`src/rtl/adc_bank_pkg.sv`:
```
// Shared register-map constants for the ADC channel bank.
package adc_bank_pkg;
  // Fixed word addresses; per-channel RANGE words follow the SAMPLE words.
  localparam int STATUS_ADDR = 0;
  localparam int CTRL_ADDR   = 1;
  localparam int SAMPLE_BASE = 2;

  // CTRL register bit positions.
  localparam int CTRL_FREEZE_BIT = 0;
  localparam int CTRL_IRQ_EN_BIT = 1;

  // Capture counter width; it occupies STATUS[31:16].
  localparam int COUNT_W = 16;
endpackage

```
`src/rtl/adc_channel_slice.sv`:
```
// One ADC channel: snapshot register, range register and sticky over-range flag.
module adc_channel_slice
  import adc_bank_pkg::*;
#(
  parameter int SAMPLE_W    = 12,
  parameter int RANGE_W     = 8,
  parameter int RANGE_RESET = 'h80
) (
  input  logic                clk,
  input  logic                reset,
  input  logic [SAMPLE_W-1:0] sample,
  input  logic                capture,
  input  logic                range_we,
  input  logic [RANGE_W-1:0]  range_wdata,
  input  logic                flag_clr,
  output logic [SAMPLE_W-1:0] snapshot,
  output logic [RANGE_W-1:0]  range_q,
  output logic                ovr
);

  // The top RANGE_W bits of the sample are compared with the range value
  // as it stands before any write landing on the same edge.
  logic ovr_hit;
  assign ovr_hit = sample[SAMPLE_W-1 -: RANGE_W] > range_q;

  // Snapshot load, guarded range write, and sticky flag where a new set beats W1C.
  always_ff @(posedge clk) begin
    if (reset) begin
      snapshot <= '0;
      range_q  <= RANGE_W'(RANGE_RESET);
      ovr      <= 1'b0;
    end else begin
      if (capture) snapshot <= sample;
      if (range_we && (range_wdata != '0)) range_q <= range_wdata;
      if (capture && ovr_hit) ovr <= 1'b1;
      else if (flag_clr)      ovr <= 1'b0;
    end
  end

endmodule

```
`src/rtl/adc_channel_bank.sv`:
```
// Avalon-MM register bank snapshotting NUM_CH ADC channels coherently.
// Optional feature macro: ADC_IRQ_EN (adds the CTRL.IRQ_EN bit and a registered irq).
module adc_channel_bank
  import adc_bank_pkg::*;
#(
  parameter int NUM_CH      = 2,
  parameter int SAMPLE_W    = 12,
  parameter int RANGE_W     = 8,
  parameter int RANGE_RESET = 'h80,
  parameter int ADDR_W      = 4
) (
  input  logic                       clk,
  input  logic                       reset,
  input  logic [NUM_CH*SAMPLE_W-1:0] samples,
  input  logic                       sample_valid,
  output logic [NUM_CH*RANGE_W-1:0]  ranges,
  input  logic [ADDR_W-1:0]          address,
  input  logic                       read,
  output logic [31:0]                readdata,
  input  logic                       write,
  input  logic [31:0]                writedata,
  output logic                       irq
);

  localparam int RANGE_BASE = SAMPLE_BASE + NUM_CH;

  // Bus protocol: no wait states. A read or write is accepted on every edge where
  // read/write is high; readdata holds the word addressed on that edge from the
  // following cycle until the next read. Read and write together both take effect
  // and the read returns the contents before the write.

  logic                freeze;
  logic                irq_en;
  logic                capture;
  logic [COUNT_W-1:0]  count;
  logic [NUM_CH-1:0]   ovr;
  logic [SAMPLE_W-1:0] snap    [NUM_CH];
  logic [RANGE_W-1:0]  range_q [NUM_CH];
  logic                wr_status;
  logic                wr_ctrl;
  logic [31:0]         rd_word;
  logic                unused_wdata;

  assign unused_wdata = ^writedata;
  assign capture   = sample_valid && !freeze;
  assign wr_status = write && (address == ADDR_W'(STATUS_ADDR));
  assign wr_ctrl   = write && (address == ADDR_W'(CTRL_ADDR));

  for (genvar i = 0; i < NUM_CH; i++) begin : g_ch
    adc_channel_slice #(
      .SAMPLE_W    (SAMPLE_W),
      .RANGE_W     (RANGE_W),
      .RANGE_RESET (RANGE_RESET)
    ) u_slice (
      .clk         (clk),
      .reset       (reset),
      .sample      (samples[i*SAMPLE_W +: SAMPLE_W]),
      .capture     (capture),
      .range_we    (write && (address == ADDR_W'(RANGE_BASE + i))),
      .range_wdata (writedata[RANGE_W-1:0]),
      .flag_clr    (wr_status && writedata[i]),
      .snapshot    (snap[i]),
      .range_q     (range_q[i]),
      .ovr         (ovr[i])
    );
    assign ranges[i*RANGE_W +: RANGE_W] = range_q[i];
  end

  // CTRL register; IRQ_EN only exists when the interrupt feature is built in.
  always_ff @(posedge clk) begin
    if (reset) begin
      freeze <= 1'b0;
    end else if (wr_ctrl) begin
      freeze <= writedata[CTRL_FREEZE_BIT];
    end
  end

`ifdef ADC_IRQ_EN
  // IRQ_EN bit and level interrupt registered from the current flags.
  always_ff @(posedge clk) begin
    if (reset) begin
      irq_en <= 1'b0;
      irq    <= 1'b0;
    end else begin
      if (wr_ctrl) irq_en <= writedata[CTRL_IRQ_EN_BIT];
      irq <= irq_en && (|ovr);
    end
  end
`else
  assign irq_en = 1'b0;
  assign irq    = 1'b0;
`endif

  // Capture counter, wrapping naturally at its width.
  always_ff @(posedge clk) begin
    if (reset)        count <= '0;
    else if (capture) count <= count + 1'b1;
  end

  // Read mux over the register map; unmapped words read zero.
  always_comb begin
    rd_word = '0;
    if (address == ADDR_W'(STATUS_ADDR)) begin
      rd_word[NUM_CH-1:0] = ovr;
      rd_word[31:16]      = count;
    end
    if (address == ADDR_W'(CTRL_ADDR)) begin
      rd_word[CTRL_FREEZE_BIT] = freeze;
      rd_word[CTRL_IRQ_EN_BIT] = irq_en;
    end
    for (int i = 0; i < NUM_CH; i++) begin
      if (address == ADDR_W'(SAMPLE_BASE + i)) rd_word = 32'(snap[i]);
      if (address == ADDR_W'(RANGE_BASE + i))  rd_word = 32'(range_q[i]);
    end
  end

  // Registered read data, held between reads.
  always_ff @(posedge clk) begin
    if (reset)     readdata <= '0;
    else if (read) readdata <= rd_word;
  end

endmodule

```
`config.mk`:
```
export PLATFORM = sky130hd
export DESIGN_NAME = adc_channel_bank
export DESIGN_NICKNAME = d
export VERILOG_FILES = /design/src/rtl/adc_bank_pkg.sv /design/src/rtl/adc_channel_slice.sv /design/src/rtl/adc_channel_bank.sv
export SDC_FILE = /design/constraint.sdc
export NUM_CORES = 1
export LEC_CHECK = 0
export CELL_PAD_IN_SITES_DETAIL_PLACEMENT = 2
export CELL_PAD_IN_SITES_GLOBAL_PLACEMENT = 2
export CORE_AREA = 2 2 134 110
export CTS_CLUSTER_DIAMETER = 100
export DETAILED_ROUTE_END_ITERATION = 10
export DIE_AREA = 0 0 136 112
export PLACE_DENSITY_LB_ADDON = 0.08
export SLEW_MARGIN = 30
export SYNTH_ARGS = -nofsm -noshare
export SYNTH_HDL_FRONTEND = slang
export SYNTH_SLANG_ARGS = --single-unit
```
`constraint.sdc`:
```
create_clock -name clk -period 4.2 [get_ports clk]
set_clock_uncertainty 0.1 [all_clocks]
set_input_delay 0.63 -clock clk [delete_from_list [all_inputs] [get_ports clk]]
set_output_delay 0.63 -clock clk [all_outputs]
set_load 0.05 [all_outputs]
```
==> metrics.yaml <==
yosys:
  synth_area_leader_cell: "dfxtp_1"
  synth_cell_types: 45
  syn_avg_cell_area_um2: 8.444
  syn_inst: 485
  ys_ff_latch: 87
  synthFlopType: "dfxtp_1"
  synth_area_leaders: "dfxtp_1, a21oi_1, ha_1"
  yosysWarningCount: 0
  postSynth.asyncResetShare_pct: 0
  synth_top_area_share_pct: 42.53
  ys_seq_area_share_pct: 42.53
  netlist_area_um2: 4095
  synth_edf_count: 0
global_routing:
  grt_max_degree: 42
  grt_antenna_before_repair: 0
  grt_pass1_wl_um: 22780
  met2_usage_pct: 30.12
  grt_pass1_vias: 3976
  met1_usage_pct: 28.84
  grt_usage_pct: 19.80
  grtUsageMet3_pct: 4.599
  grt_overflow: 0
  busiest_layer: "met2"
layout:
  layout_commonest_cell: "dfxtp_1"
  final_util_pct: 38.80
  area_growth_pct: 32.23
  fill_cells: 1578
  layout.nets: 644
  regArea_um2: 1742
  final_cell_mix: "dfxtp_1, clkdlybuf4s50_1, a21oi_1"
  antennaDiodeCount: 0
  final_layout_size_suffix_gt1_share_pct: 7.067
  multi_input_area_um2: 2153
routing:
  num_vias: 3792
  viasPerCell: 5.056
  drc: 0
  wl_per_cell_um: 19.28
  antenna_left: 0
  totalWireLength_um: 14460
  firstDrtPassIters: 4
  drtIter0Drc: 148
power_and_ir_drop:
  pwr-share-seq_pct: 44.3
  comb_power_share_pct: 11.2
  clkPwrFrac_pct: 44.5
  swShare_pct: 25.68
  power.density_nw_per_um2: 359.9
  power_leakage_nw: 1.932
  vdd_drop_max_v: 0.0001722
  switchingPower_uw: 500.5
  p_int_mw: 1.448
timing:
  worst_pin_slew_ns: 0.8575
  slew_violations: 0
  slew_headroom_pct: 42.39
  setup_viol: 0
  fin_setup_tns_ns: 0
  rsz0062_at_grt: "no"
  fin_crit_sh_pct: 63.74
  hold_viol: 0
  fmax_mhz: 373.5
  period_minus_slack_ns: 2.677
cts:
  clock-sinks: 87
  cts_tree: "yes"
  ctsLongestPathBuffers: 2
  numCtsBuffers: 9
  ctsHoldBuffers: 0
  clock_latency_ns: 0.35
  ctsResizeCount: 0
  clock-root-buffer: "clkbuf_16"
  htree_levels: 3
  post_cts_buffers: 0
  cts.clk_slew.worst_paths_ns: 0.06
placement:
  hpwl_um: 10620
  place.port_buffers: 84
  gp_congestion: 0.7520
critical_path:
  slowest_stage: "clkdlybuf4s50_1"
  worst-path-max-fanout: 8
  crit_buf_inv: 1
  crit_required_ns: 4.32
  cp_top_family: "simple AND/OR/NAND/NOR gates"
  worst_setup_path_start_kind: "input port"
  critical_path_class: "input port to flip-flop"
  end_kind: "flip-flop"
  max_stage_delay_ns: 0.74
  path_cells: "clkdlybuf4s50_1, nor3b_1, nand2_1, o21ai_0, o22ai_1"
  arrival_ns: 2.79
floorplanning:
  fp.dieW_um: 136
  num_rows: 39
  fp.dieH_um: 112
  pin_count: 114
  dieArea_um2: 15230
  initial_core_util_pct: 29.34
  core_um2: 13960
outcome:
  outcome: "finished, final reports clean"
run:
  maxCapViolCount: 0
hold_path:
  hp-class: "flip-flop to flip-flop"
## per-layer routing
metal	routed length [µm]	vias to the layer above
li1	-	1809
met1	7518	1905
met2	6376	69
met3	479	9
met4	89	0
met5	0	-
## power by group through the flow
stage / clock network, mW / logic (mW) / registers [mW]
global placement: 0 / 0.213 / 0.881
detailed placement: 0 / 0.218 / 0.882
CTS: 0.890 / 0.221 / 0.864
finish: 0.867 / 0.219 / 0.863
floorplan: 0 / 0.112 / 0.889
global route: 0.922 / 0.239 / 0.866
## registers in the layout, indices dropped and copies added (netlist names)
name                   flops
readdata                  28
g_ch.u_slice.snapshot     24
count                     16
g_ch.u_slice.range_q      16
g_ch.u_slice.ovr           2
freeze                     1
## path summary, 6_finish.rpt
kind	start	end	slack (ns)	depth (start not counted)
max	address[1]	readdata[6]$_SDFFE_PP0P_	1.52	5
min	g_ch[0].u_slice.snapshot[10]$_SDFFE_PP0P_	g_ch[0].u_slice.snapshot[10]$_SDFFE_PP0P_	0.36	2
max reg2reg	count[1]$_SDFFE_PP0P_	count[12]$_SDFFE_PP0P_	1.97	5
min reg2reg	g_ch[0].u_slice.snapshot[10]$_SDFFE_PP0P_	g_ch[0].u_slice.snapshot[10]$_SDFFE_PP0P_	0.36	2
## area by class of cell
type / instances / share of cell area (%)
Multi-Input combinational cell: 350 / 39.76
Clock buffer: 9 / 4.159
Tap cell: 184 / 4.251
Sequential cell: 87 / 32.16
Clock inverter: 6 / 1.594
Inverter: 22 / 1.525
Timing Repair Buffer: 92 / 16.54
## cell families (layout without fill, tap and decap cells)
kind of cell,after synthesis,count (layout),share of synthesized area [%]
simple gates,188,188,22.67
mux,23,23,5.805
flops,87,87,42.53
xor+xnor,10,10,2.139
buf+inv,52,129,5.377
compound gates,107,107,16.19
other cells,1,5,0.09157
fa+ha+maj,17,17,5.194
## metrics by stage
step                total power, mW  hold slack (ns)  worst slack, ns  cells  cell area, µm²
CTS                           1.975           0.3581            1.494    750            5415
finish                        1.949           0.3565            1.523    750            5415
detailed placement            1.100           0.3498            1.168    735            5104
global route                  2.027           0.3809            1.336    750            5415
floorplan                     1.001           0.3329            2.149    489            4110
global placement              1.094           0.3424            1.210    735            5101
## cells in the mapped netlist (all sizes together) (7+ instances only)
master and number:
clkbuf 19, buf 11, nand2b 10, nor3 9
nand2 54, nand3 9, nor2b 27, a21oi 65
o21ai 11, nor2 54, nor4 7, inv 22
mux2i 17, ha 17, xnor2 7, dfxtp 87
nand4 7
## worst register-to-register path: stages (launching register included)
cell and delay (ns):
dfxtp_1 0.44, ha_1 0.23, nand3b_1 0.22, nor4_1 0.75, a21oi_1 0.17, a31o_2 0.24
Power figures use the tool's default switching activity.
